[src/rtl/conv77_ctrl.sv]
// conv77_ctrl: sequencing controller for a 7x7 convolution engine.
// Streams 7-pixel columns one row-band at a time, drives the engine shift
// enable, hides the 6 warm-up columns of each band and captures valid
// results into a one-entry output register with a valid/ready handshake.
// Optional build macro: CONV77_CTRL_RELU_EN (clamp negative results to 0).
module conv77_ctrl #(
  parameter int IMG_W     = 32,
  parameter int IMG_H     = 32,
  parameter int OUT_WIDTH = 8
) (
  input  logic                 clk,
  input  logic                 rst,
  input  logic                 start,
  output logic                 busy,
  output logic                 done,
  input  logic                 in_valid,
  output logic                 in_ready,
  output logic                 conv_en,
  input  logic [OUT_WIDTH-1:0] conv_value,
  output logic                 out_valid,
  input  logic                 out_ready,
  output logic [OUT_WIDTH-1:0] out_data,
  output logic [7:0]           out_row,
  output logic [7:0]           out_col
);

  typedef enum logic [1:0] {
    IDLE  = 2'd0,
    RUN   = 2'd1,
    DRAIN = 2'd2
  } state_t;

  state_t state, state_nxt;

  logic [7:0]           col_cnt;
  logic [7:0]           band_cnt;
  logic [7:0]           tag_row;
  logic [7:0]           tag_col;
  logic                 win_pend;
  logic                 accept;
  logic                 capture;
  logic                 last_col;
  logic                 last_band;
  logic [OUT_WIDTH-1:0] cap_data;

  // A completed window waiting on a full, stalled output register blocks
  // new columns so the engine window (and conv_value) stays frozen.
  assign in_ready  = (state == RUN) && !(win_pend && out_valid && !out_ready);
  assign accept    = in_valid && in_ready;
  assign conv_en   = accept;
  assign capture   = win_pend && (!out_valid || out_ready);
  assign last_col  = (col_cnt == 8'(IMG_W - 1));
  assign last_band = (band_cnt == 8'(IMG_H - 7));

`ifdef CONV77_CTRL_RELU_EN
  assign cap_data = conv_value[OUT_WIDTH-1] ? '0 : conv_value;
`else
  assign cap_data = conv_value;
`endif

  // State register.
  always_ff @(posedge clk) begin
    if (!rst) state <= IDLE;
    else      state <= state_nxt;
  end

  // Next-state decode.
  always_comb begin
    state_nxt = state;
    case (state)
      IDLE:    if (start) state_nxt = RUN;
      RUN:     if (accept && last_col && last_band) state_nxt = DRAIN;
      DRAIN:   if (!win_pend && !out_valid) state_nxt = IDLE;
      default: state_nxt = IDLE;
    endcase
  end

  // Frame status and column/band counters.
  always_ff @(posedge clk) begin
    if (!rst) begin
      busy     <= 1'b0;
      done     <= 1'b0;
      col_cnt  <= '0;
      band_cnt <= '0;
    end else begin
      done <= 1'b0;
      if (state == IDLE && start) begin
        busy     <= 1'b1;
        col_cnt  <= '0;
        band_cnt <= '0;
      end
      if (state == DRAIN && state_nxt == IDLE) begin
        busy <= 1'b0;
        done <= 1'b1;
      end
      // Stale engine columns at a band change are masked by col_cnt
      // restarting, so no flush of the engine is needed.
      if (accept) begin
        if (last_col) begin
          col_cnt  <= '0;
          band_cnt <= band_cnt + 8'd1;
        end else begin
          col_cnt <= col_cnt + 8'd1;
        end
      end
    end
  end

  // Window tracking and output register capture/handshake.
  always_ff @(posedge clk) begin
    if (!rst) begin
      win_pend  <= 1'b0;
      tag_row   <= '0;
      tag_col   <= '0;
      out_valid <= 1'b0;
      out_data  <= '0;
      out_row   <= '0;
      out_col   <= '0;
    end else begin
      // A new completed window in the same cycle as a capture keeps
      // win_pend set; the capture uses the previous tags.
      if (accept && col_cnt >= 8'd6) begin
        win_pend <= 1'b1;
        tag_row  <= band_cnt;
        tag_col  <= col_cnt - 8'd6;
      end else if (capture) begin
        win_pend <= 1'b0;
      end
      if (capture) begin
        out_valid <= 1'b1;
        out_data  <= cap_data;
        out_row   <= tag_row;
        out_col   <= tag_col;
      end else if (out_valid && out_ready) begin
        out_valid <= 1'b0;
      end
    end
  end

endmodule

[config.mk]
export PLATFORM = sky130hd
export DESIGN_NAME = conv77_ctrl
export DESIGN_NICKNAME = d
export VERILOG_FILES = /design/src/rtl/conv77_ctrl.sv
export SDC_FILE = /design/constraint.sdc
export NUM_CORES = 1
export LEC_CHECK = 0
export ABC_AREA = 1
export BUFFER_PORTS_ARGS = -buffer_cell sky130_fd_sc_hd__buf_2
export CORE_MARGIN = 4
export CORE_UTILIZATION = 42
export DETAILED_ROUTE_END_ITERATION = 7
export PLACE_DENSITY = 0.66
export SETUP_SLACK_MARGIN = 0.4
export SYNTH_ARGS = -nofsm -noshare
export SYNTH_HDL_FRONTEND = slang
export SYNTH_SLANG_ARGS = --single-unit
[constraint.sdc]
create_clock -name clk -period 2 [get_ports clk]
set_input_delay 0 -clock clk [delete_from_list [all_inputs] [get_ports clk]]
set_output_delay 0 -clock clk [all_outputs]
set_load 0.01 [all_outputs]
**Word level (Yosys, flattened, before mapping)**

Cells that the tools add are included.

- Register bits: 62
- Output and inout port bits: 29

- Reductions and logical operators: 23
- Multiplexer cells: 15
- Bitwise gates (word level): 1
- Eq/ne operators: 4
- $add $sub $neg: 3
- Magnitude comparators: 1

Operators with widths:

| cell | count |
|---|---|
| $mux 8 | 6 |
| $add 8x1->8 const B | 2 |
| $eq 8x5->1 const B | 2 |
| $logic_and 1x1->1 | 12 |
| $ge 8x3->1 const B | 1 |
| $sub 8x3->8 const B | 1 |
| $mux 2 | 3 |
| $pmux 2 s3 | 1 |
| $reduce_bool 2->1 | 3 |
| $mux 1 | 5 |
| $logic_not 1->1 | 4 |
| $logic_not 2->1 | 2 |
| $eq 2x1->1 const B | 1 |
| $eq 2x2->1 const B | 1 |
| $reduce_or 2->1 | 1 |
| $logic_or 1x1->1 | 1 |
| $not 1->1 | 1 |

**Depth between registers and ports, before layout**

Gate-level depths: netlist (run 1).

- Word-level depth: 12
- Depth in mapped cells: 9
- Depth with buffers taken out: 9

**Worst setup path after synthesis (run 1)**

No wires, ideal clock.

- Kind: register to register
- Start: reg col_cnt[1]
- End: reg band_cnt[4]
- Arrival: 1283 ps
- Setup slack: 600 ps
- Cell stages (with the launch flop): 10
- Period minus slack after synthesis: 1400 ps
- Buffers on the path: 1
- Library setup time: 117 ps
- Cell sequence: dfxtp_1 -> ha_1 -> nand2_1 -> nor2_4 -> nand2_2 -> nor2_4 -> buf_6 -> nand4_1 -> nand2_1 -> nor2_1

- Longest elaborated chain between the ends: 3

RTL lines:

| item | line | RTL |
|---|---|---|
| start, declared | 35 | `logic [7:0] col_cnt;` |
| start signal, assigned | 103 | `col_cnt <= col_cnt + 8'd1;` |
| $eq 8x5->1 | 52 | `assign last_col = (col_cnt == 8'(IMG_W - 1));` |
| $mux 8 | 99 | `if (last_col) begin` |
| $mux 8 | 98 | `if (accept) begin` |
| end signal, assigned | 101 | `band_cnt <= band_cnt + 8'd1;` |
| end, declared | 36 | `logic [7:0] band_cnt;` |

Every way passes these cells.
A chain may end at the register's enable or synchronous reset.

**Final worst setup path (run 1)**

- Start: reg col_cnt[6]
- End: reg tag_col[7]

- Longest elaborated chain between the ends: 2
- Elaborated cells between the ends (all ways): 3

RTL lines:

| item | line | RTL |
|---|---|---|
| $ge 8x3->1 | 122 | `if (accept && col_cnt >= 8'd6) begin` |
| $logic_and 1x1->1 | 122 |  |
| end signal, assigned | 125 | `tag_col <= col_cnt - 8'd6;` |
| end, declared | 38 | `logic [7:0] tag_col;` |

Parallel ways exist; a longest one is shown, timed or not.

==> results of run 1 <==
[through the flow]
step	power (mW)	worst slack, ns	area (um2)
after detailed placement	1.36	0.324	2900
after global placement	1.36	0.372	2900
final	2.69	0.509	3320
after floorplan	1.33	0.600	2660
after global routing	2.80	0.397	3320
after CTS	2.72	0.371	3260
[power by group through the flow]
stage               Combinational, mW  Sequential [mW]  Clock [mW]
global placement               0.0902             1.27           0
CTS                             0.104             1.24        1.37
global route                    0.120             1.24        1.44
finish                          0.106             1.24        1.34
floorplan                      0.0574             1.27           0
detailed placement             0.0896             1.27           0
[kinds of logic (layout without fill, tap and decap cells)]
group	after synthesis	in the layout	share of synthesized area, %
buf+inv	54	111	8.76
fa+ha+maj	5	5	2.36
simple gates	135	136	22.6
flops	62	62	46.7
compound gates	92	92	17.6
xor+xnor	6	6	1.98
[cell type report]
cell class | count | area share (%)
Timing Repair Buffer | 56 | 10.6
Sequential cell | 62 | 37.7
Clock inverter | 7 | 3.70
Inverter | 39 | 4.57
Multi-Input combinational cell | 239 | 36.8
Tap cell | 75 | 2.83
Clock buffer | 9 | 3.74
[layout by cell type, fill, tap and decap left out, types with 2 or more instances in the layout]
cell type,instances
nor2_4,2
inv_1,33
xor2_1,5
nand2_1,50
bufinv_16,3
dlygate4sd3_1,9
ha_1,5
inv_2,4
dfxtp_4,2
nor2_1,55
buf_2,41
clkinv_4,3
clkinvlp_4,2
a21oi_1,39
buf_4,5
nand2_2,3
o21ai_0,51
nand3_1,13
nand4_1,2
clkbuf_8,9
dfxtp_1,59
[metal layers]
metal / share of wire [%] / wire length (um) / track usage (%) / up-vias
met5: 0 / 0 / 0 / -
met4: 0.96 / 55 / 7.11 / 0
met3: 5.7 / 327 / 3.03 / 5
met2: 45 / 2600 / 24.0 / 52
met1: 48 / 2740 / 22.4 / 1029
li1: - / - / - / 1254
[sequential cells by signal, indices dropped and copies added, names as in the netlist]
| name | cells |
|---|---|
| band_cnt | 8 |
| col_cnt | 8 |
| out_col | 8 |
| out_data | 8 |
| out_row | 8 |
| tag_col | 8 |
| tag_row | 8 |
| state | 2 |
| busy | 1 |
| done | 1 |
| out_valid | 1 |
| win_pend | 1 |
[worst max-delay path: cells and delay by family (launching register included)]
kind | cells | cell delay (ns)
buffers and inverters | 2 | 0.34
DFF | 1 | 0.35
and+or+nand+nor | 6 | 0.75
[path summary, 6_finish.rpt]
kind / to / slack, ns
max reg2reg: tag_col[7] / 0.51
min: col_cnt[0] / 0.10
min reg2reg: out_row[0] / 0.46
max: tag_col[7] / 0.51
[what timing repair did]
item	in CTS	in global routing
gates resized for setup	1	12
cloned	0	1
hold endpoints to repair	9	0
pin swaps	1	4
setup buffers	2	1
setup endpoints to repair	10	22
hold buffers	9	0
==> impl_metrics.py, run 1 <==
metrics = {
    "sta": {
        "setup_viol": 0,
        "timing.final.hold_violations": 0,
        "setup_tns_ns": 0,
        "fin_crit_sh_pct": 74.6,
        "worstMarginPinSlew_ns": 0.417,
        "slew_violations": 0,
        "fin_crit_ns": 1.49,
        "holdWs_ns": 0.101,
        "max_freq_mhz": 671,
        "rsz0062_at_grt": "yes",
        "relSlewSlack_pct": 72.2,
        "skew_ns": 0.00801,
    },
    "critical_path": {
        "critPathRequiredTime_ns": 2.27,
        "r2r-start": "col_cnt[6]",
        "crit_chain": "inv_1, nand2_1, nor2_1, nand3_2, buf_4, nand2_4, nor2_1, nor2_1",
        "worst_path_largest_cell_delay_ns": 0.35,
        "crit_slowest_cell": "dfxtp_1",
        "arrival_ns": 1.76,
        "start_kind": "flop",
        "cp-end-kind": "flop",
        "cp_max_fo": 14,
        "reg2reg_depth": 8,
        "critPathKind": "flop to flop",
        "critPathMostFrequentCell": "nor2_1",
        "startpoint": "col_cnt[6]",
    },
    "logic_synthesis": {
        "synth_cell_types": 29,
        "synth_top_cell_by_area": "dfxtp_1",
        "synth.cell_area_um2": 2660,
        "synth_cells": 354,
        "synth_edf_count": 0,
        "synthTopCellsByCount": "dfxtp_1, nor2_1, nand2_1, o21ai_0, a21oi_1",
        "avgSynthCellArea_um2": 7.50,
        "ys_ff_latch": 62,
        "yosysSeqAreaShare_pct": 46.7,
        "synth_flop_cell": "dfxtp_1",
        "synth_nets": 372,
        "synth_area_leaders": "dfxtp_1, o21ai_0, nor2_1, a21oi_1, nand2_1",
        "ys_warn_count": 0,
        "yosysTopAreaCellShare_pct": 46.7,
        "synth.most_common_cell": "dfxtp_1",
        "synthArstFlopShare_pct": 0,
    },
    "clock_tree": {
        "clkTransAtPathRegs_ns": 0.07,
        "cts.sink_count": 62,
        "cts_buffer_depth": 2,
        "cts_made_buffers": 9,
        "cts_root_buf": "clkbuf_8",
        "h-tree-depth": 3,
        "cts_tree": "yes",
        "clk_latency_ns": 0.33,
    },
    "floorplanning": {
        "rows": 28,
        "die_h_um": 87.5,
        "io_pins": 42,
        "initial_core_util_pct": 44.1,
        "coreArea_um2": 6030,
        "fp.dieW_um": 87.5,
        "die-area_um2": 7660,
    },
    "job": {
        "maxCapViolations": 0,
    },
    "detailed_routing": {
        "first_iter_violations": 100,
        "post_drt_wl_per_cell_um": 11.8,
        "via_count": 2340,
        "drt_pass1_iterations": 4,
        "drt_wl_total_um": 5730,
        "final_antenna_net_count": 0,
        "via_per_inst": 4.80,
        "drc": 0,
    },
    "hold_path": {
        "hold_start": "in_valid",
        "hold_path_depth": 4,
        "hold_class": "input pin to flop",
    },
    "final_layout": {
        "fill_cells": 564,
        "regArea_um2": 1250,
        "drive_gt1_share_pct": 20.6,
        "instances_no_fill": 487,
        "multi_input_area_um2": 1220,
        "n_antenna_cell": 0,
        "nNetsFinal": 425,
        "area.growth.synth_to_final_pct": 24.9,
        "fin_util_pct": 55.0,
    },
    "placed_design": {
        "dpl.hpwl_um": 3730,
        "io_buffers": 41,
        "dp.cells": 458,
        "gp_routability_congestion": 0.934,
    },
    "power_and_ir_drop": {
        "p_switching_mw": 0.582,
        "switching_share_pct": 21.6,
        "p_int_mw": 2.11,
        "leakage_nw": 1.41,
        "pwr_density_cell_nw_per_um2": 812,
        "clkPwrFrac_pct": 49.9,
        "ir_worst_vdd_v": 0.000613,
        "seqPwrFrac_pct": 46.1,
        "combPwrFrac_pct": 3.9,
    },
    "global_routing": {
        "grt_usage_pct": 16.0,
        "gr-total-overflow": 0,
        "antenna_found_initial": 0,
        "grt_pass1_wl_um": 9800,
        "grt_max_degree": 51,
        "first_global_vias": 2168,
    },
    "run_status": {
        "status": "complete, no violations",
    },
}
No activity file was read; power rests on OpenSTA's default activity.
==> inputs of run 2 (changes only) <==
ABC_AREA = 0   (was 1)
clock period = 1.4 ns   (was 2 ns; I/O delays follow)
==> impl_metrics.py, run 2 <==
metrics = {
    "critical_path": {
        "critPathRequiredTime_ns": 1.68,
        "cp_max_fo": 4,
        "cp-end-kind": "flop",
        "rrSetupSlack_ns": -0.11,
        "cp-endpoint": "band_cnt[7]",
        "crit_chain": "ha_4, and4_4, nand4_4, or4_4, a21oi_2",
        "reg2reg_to": "band_cnt[7]",
        "r2r-start": "col_cnt[1]",
        "startpoint": "col_cnt[1]",
        "critPathKind": "flop to flop",
        "arrival_ns": 1.80,
        "reg2reg_depth": 5,
        "worst_path_largest_cell_delay_ns": 0.49,
        "crit_slowest_cell": "or4_4",
        "start_kind": "flop",
    },
    "final_layout": {
        "layout_common_cells": "dfxtp_1, nand2_1, buf_2",
        "nNetsFinal": 439,
        "final_common_cell": "dfxtp_1",
        "area.growth.synth_to_final_pct": 57.3,
        "n_antenna_cell": 0,
        "multi_input_area_um2": 1780,
        "regArea_um2": 1270,
        "fill_cells": 445,
        "drive_gt1_share_pct": 48.8,
    },
    "floorplanning": {
        "initial_core_util_pct": 44.3,
        "coreArea_um2": 6060,
        "fp.dieW_um": 88.0,
        "rows": 28,
        "io_pins": 42,
        "die_h_um": 88.0,
        "die-area_um2": 7740,
    },
    "run_status": {
        "status": "finished with violations",
        "violations": "negative setup slack",
    },
    "global_routing": {
        "antenna_found_initial": 0,
        "grt_usage_pct": 19.5,
        "grt_pass1_wl_um": 11700,
        "first_global_vias": 2500,
        "grt_max_degree": 28,
        "gr-total-overflow": 0,
    },
    "logic_synthesis": {
        "synthTopCellsByCount": "dfxtp_1, nand2_1, a21oi_1, nand3_1, o21ai_0",
        "avgSynthCellArea_um2": 8.19,
        "synth_nets": 346,
        "ys_warn_count": 0,
        "synthArstFlopShare_pct": 0,
        "synth_top_cell_by_area": "dfxtp_1",
        "ys_ff_latch": 62,
        "yosysTopAreaCellShare_pct": 46.2,
        "synth_cells": 328,
        "synth_flop_cell": "dfxtp_1",
        "synth.cell_area_um2": 2690,
        "yosysSeqAreaShare_pct": 46.2,
        "synth_cell_types": 49,
        "synth_area_leaders": "dfxtp_1, a21oi_1, nand2_1, nand3_1, o21ai_0",
        "synth_edf_count": 0,
    },
    "detailed_routing": {
        "drt_pass1_iterations": 4,
        "first_iter_violations": 163,
        "drt_wl_total_um": 7940,
        "final_antenna_net_count": 0,
        "post_drt_wl_per_cell_um": 15.9,
        "via_count": 2735,
        "via_per_inst": 5.46,
        "drc": 0,
    },
    "sta": {
        "skew_ns": 0.00743,
        "rsz0062_at_grt": "yes",
        "slew_violations": 0,
        "relSlewSlack_pct": 74.0,
        "worst_slack_ns": -0.114,
        "setup_viol": 28,
        "fin_crit_ns": 1.51,
        "fin_crit_sh_pct": 108,
        "timing.final.hold_violations": 0,
        "setup_tns_ns": -1.48,
        "worstMarginPinSlew_ns": 0.390,
        "max_freq_mhz": 660,
    },
    "placed_design": {
        "io_buffers": 41,
        "gp_routability_congestion": 0.804,
        "dpl.hpwl_um": 4590,
    },
    "job": {
        "maxCapViolations": 0,
    },
    "clock_tree": {
        "h-tree-depth": 3,
        "cts_root_buf": "clkbuf_8",
        "clkTransAtPathRegs_ns": 0.07,
        "cts.sink_count": 62,
        "cts_tree": "yes",
        "cts_made_buffers": 9,
        "clk_latency_ns": 0.34,
        "cts_buffer_depth": 2,
    },
    "hold_path": {
        "hold_class": "input pin to flop",
    },
    "power_and_ir_drop": {
        "pwr_density_cell_nw_per_um2": 888,
        "power.total_mw": 3.75,
        "ir_worst_vdd_v": 0.000638,
        "leakage_nw": 1.78,
    },
}
run 2: changes by cell type after synthesis, moves of 5 or more:
cell | before | now
a21oi_1 | 39 | 51
o21ai_0 | 51 | 14
nor3_1 | 2 | 7
or3_1 | 0 | 5
nor2_1 | 56 | 11
inv_1 | 35 | 11
nand2_1 | 51 | 62
run 2: worst min path at each step:
stage / from / endpoint / slack [ns] / depth (start not counted)
after floorplan: conv_value[2] / out_data[2] / 0.14 / 2
after global placement: conv_value[2] / out_data[2] / 0.25 / 3
after detailed placement: conv_value[2] / out_data[2] / 0.25 / 3
after CTS: out_ready / out_valid / 0.02 / 3
after global routing: out_ready / out_valid / 0.09 / 3
final: out_ready / out_valid / 0.08 / 3
run 2: cell families after synthesis:
kind of cell,count (synthesis),share of synthesized area (%)
AND/OR/NAND/NOR,131,24.6
AO/OA/AOI/OAI,89,19.0
flip-flops,62,46.2
buffers and inverters,33,5.17
XOR/XNOR,6,1.96
adder cells (fa/ha/maj),5,2.33
multiplexers,2,0.745
run 2: what timing repair did:
item,in CTS,in global routing
setup buffers,3,11
gates resized for setup,22,113
hold endpoints to repair,9,0
cloned,2,3
hold buffers,9,0
setup endpoints to repair,62,62
pin swaps,12,41
run 2: worst max-delay path: cells and delay by family (launching register included):
family	cells	cell delay, ns
fa+ha+maj	1	0.14
compound gates	1	0.14
simple gates	3	0.79
flops	1	0.37
run 2: area by class of cell:
type / count / share of cell area, %
Tap cell: 75 / 2.22
Timing Repair Buffer: 102 / 19.1
Clock inverter: 6 / 2.04
Timing Repair inverter: 1 / 0.148
Inverter: 12 / 1.36
Multi-Input combinational cell: 233 / 42.0
Sequential cell: 62 / 30.0
Clock buffer: 10 / 3.02
run 2: metrics by stage:
stage | cells | instance area, um2 | worst slack, ns | hold WS [ns] | util (%)
after floorplan | 328 | 2880 | -0.0689 | 0.136 | -
after global placement | 457 | 3290 | -0.0570 | 0.245 | 54.2
after detailed placement | 457 | 3290 | -0.103 | 0.253 | 54.2
after CTS | 487 | 3700 | -0.106 | 0.0209 | 61.1
after global routing | 501 | 4230 | -0.163 | 0.0883 | 69.7
final | 501 | 4230 | -0.114 | 0.0814 | 69.7
run 2: layer usage:
metal | share of wire (%) | up-vias | GRT usage (%) | wire [um]
met5 | 0 | - | 0 | 0
li1 | - | 1341 | - | -
met4 | 1.5 | 0 | 7.53 | 121
met3 | 6.5 | 9 | 5.74 | 514
met2 | 49 | 79 | 31.7 | 3920
met1 | 43 | 1306 | 24.3 | 3390
run 2: report_power, final:
part | leakage [nW] | switching [mW] | internal (mW)
clock | 0.106 | 0.746 | 1.00
combinational | 1.17 | 0.138 | 0.103
sequential | 0.507 | 0.00667 | 1.76
==> inputs of run 3 (changes only) <==
PLACE_DENSITY = 0.72   (was 0.66)
==> impl_metrics.py, run 3 (synthesized netlist as in run 2, its figures left out) <==
metrics = {
    "critical_path": {
        "cp-end-kind": "flop",
        "critical_path_buf_inv_count": 1,
        "rrSetupSlack_ns": -0.24,
        "crit_chain": "ha_4, and4_4, nand4_4, buf_6, o31ai_1, a21oi_2",
        "start_kind": "flop",
        "critPathTopFamily": "compound AO/OA/AOI/OAI gates",
        "arrival_ns": 1.87,
        "worst_path_largest_cell_delay_ns": 0.39,
        "r2r-start": "col_cnt[1]",
        "cp_max_fo": 10,
        "crit_slowest_cell": "o31ai_1",
        "reg2reg_depth": 6,
        "reg2reg_to": "band_cnt[7]",
        "critPathRequiredTime_ns": 1.64,
        "critPathKind": "flop to flop",
    },
    "detailed_routing": {
        "first_iter_violations": 194,
        "drt_pass1_iterations": 6,
        "via_per_inst": 6.04,
        "drt_wl_total_um": 10400,
        "via_count": 3057,
        "drc": 0,
        "final_antenna_net_count": 0,
        "post_drt_wl_per_cell_um": 20.6,
    },
    "clock_tree": {
        "clk_latency_ns": 0.35,
        "h-tree-depth": 3,
        "cts_tree": "yes",
        "cts_root_buf": "clkbuf_8",
        "clkTransAtPathRegs_ns": 0.07,
        "cts_made_buffers": 9,
        "cts.sink_count": 62,
        "cts_buffer_depth": 2,
    },
    "placed_design": {
        "dpl_worst_slack_ns": -0.107,
        "dpl.hpwl_um": 4650,
        "dp.cells": 462,
        "io_buffers": 41,
        "gp_routability_congestion": 0.851,
    },
    "hold_path": {
        "hold_class": "input pin to flop",
        "hold_path_depth": 3,
        "hold_start": "out_ready",
        "hold_end": "out_valid",
    },
    "sta": {
        "timing.final.hold_violations": 0,
        "setup_tns_ns": -2.43,
        "rsz0062_at_grt": "yes",
        "max_freq_mhz": 611,
        "slew_violations": 0,
        "relSlewSlack_pct": 68.8,
        "setup_viol": 28,
        "fin_crit_sh_pct": 117,
        "worstMarginPinSlew_ns": 0.467,
        "skew_ns": 0.00622,
        "worst_slack_ns": -0.237,
        "fin_crit_ns": 1.64,
    },
    "power_and_ir_drop": {
        "leakage_nw": 1.95,
        "ir_worst_vdd_v": 0.000795,
        "pwr_density_cell_nw_per_um2": 860,
    },
    "floorplanning": {
        "die-area_um2": 7740,
        "coreArea_um2": 6060,
        "fp.dieW_um": 88.0,
        "die_h_um": 88.0,
        "io_pins": 42,
        "rows": 28,
        "initial_core_util_pct": 44.3,
    },
    "final_layout": {
        "regArea_um2": 1270,
        "instances_no_fill": 506,
        "layout_common_cells": "dfxtp_1, buf_2, nand2_1",
        "fill_cells": 338,
        "fin_util_pct": 74.2,
        "nNetsFinal": 445,
        "drive_gt1_share_pct": 54.8,
        "multi_input_area_um2": 1900,
        "final_common_cell": "dfxtp_1",
        "area.growth.synth_to_final_pct": 67.2,
        "n_antenna_cell": 0,
    },
    "global_routing": {
        "first_global_vias": 2632,
        "gr-total-overflow": 0,
        "grt_pass1_wl_um": 12600,
        "grt_usage_pct": 21.4,
        "grt_max_degree": 31,
        "antenna_found_initial": 0,
    },
    "run_status": {
        "violations": "negative setup slack",
        "status": "finished with violations",
    },
    "job": {
        "maxCapViolations": 0,
    },
}
run 3: cell types whose count changed in the layout (fill, tap and decap cells not counted), moves of 2 or more:
cell | previous run | this run
buf_16 | 0 | 3
nor3_2 | 5 | 3
nor3_4 | 2 | 4
nand2_2 | 7 | 4
a21oi_1 | 24 | 17
buf_6 | 16 | 20
o21ai_2 | 1 | 6
nand2_1 | 39 | 36
nand2_4 | 15 | 21
a21oi_2 | 27 | 34
clkbuf_8 | 9 | 11
nand3_2 | 1 | 3
nand3_1 | 15 | 13
o21ai_0 | 9 | 2
run 3: power breakdown:
| group | switching (mW) | leakage, nW | internal (mW) | total, mW |
|---|---|---|---|---|
| clock network | 0.744 | 0.115 | 1.08 | 1.83 |
| registers | 0.00815 | 0.506 | 1.76 | 1.77 |
| logic | 0.161 | 1.33 | 0.107 | 0.268 |
run 3: worst max path at each step:
| stage | slack, ns | depth (start not counted) | to | startpoint |
|---|---|---|---|---|
| floorplan | -0.07 | 5 | band_cnt[7] | col_cnt[1] |
| global placement | -0.07 | 6 | tag_col[4] | col_cnt[0] |
| detailed placement | -0.11 | 5 | band_cnt[1] | col_cnt[2] |
| global route | -0.27 | 6 | band_cnt[7] | col_cnt[1] |
| CTS | -0.10 | 5 | band_cnt[7] | col_cnt[1] |
| finish | -0.24 | 6 | band_cnt[7] | col_cnt[1] |
run 3: per-layer routing:
layer	vias up	part of all wire [%]	GRT usage [%]
li1	1358	-	-
met1	1490	37	24.6
met2	160	52	36.2
met3	49	6.5	5.83
met4	0	4.5	11.2
met5	-	0	0
run 3: repair_timing:
| action | in CTS | in global routing |
|---|---|---|
| setup endpoints to repair | 62 | 63 |
| gates resized for setup | 68 | 106 |
| hold buffers | 9 | 0 |
| buffers inserted | 6 | 8 |
| pin swaps | 27 | 39 |
| endpoints found under the hold margin | 10 | 0 |
| cloned | 3 | 3 |
run 3: worst reg2reg max path: cells and delay by family (launching register included):
| kind | cells | cell delay [ns] |
|---|---|---|
| DFF | 1 | 0.38 |
| buffers and inverters | 1 | 0.17 |
| and+or+nand+nor | 2 | 0.32 |
| AOI/OAI and AO/OA | 2 | 0.50 |
| adders and majority gates | 1 | 0.16 |
run 3: final cells by class:
class	count	share of cell area (%)
Timing Repair inverter	2	0.612
Multi-Input combinational cell	233	42.2
Clock inverter	4	1.56
Inverter	12	1.59
Clock buffer	11	3.37
Tap cell	75	2.09
Timing Repair Buffer	107	20.3
Sequential cell	62	28.2
run 3: stage by stage:
stage / hold WS [ns] / cell area, um2 / power [mW]
after CTS: -0.0403 / 3970 / 3.79
after global routing: 0.0367 / 4490 / 3.96
final: 0.0371 / 4490 / 3.86
after detailed placement: 0.244 / 3320 / 1.97
after floorplan: 0.136 / 2880 / 1.91
after global placement: 0.242 / 3320 / 1.97
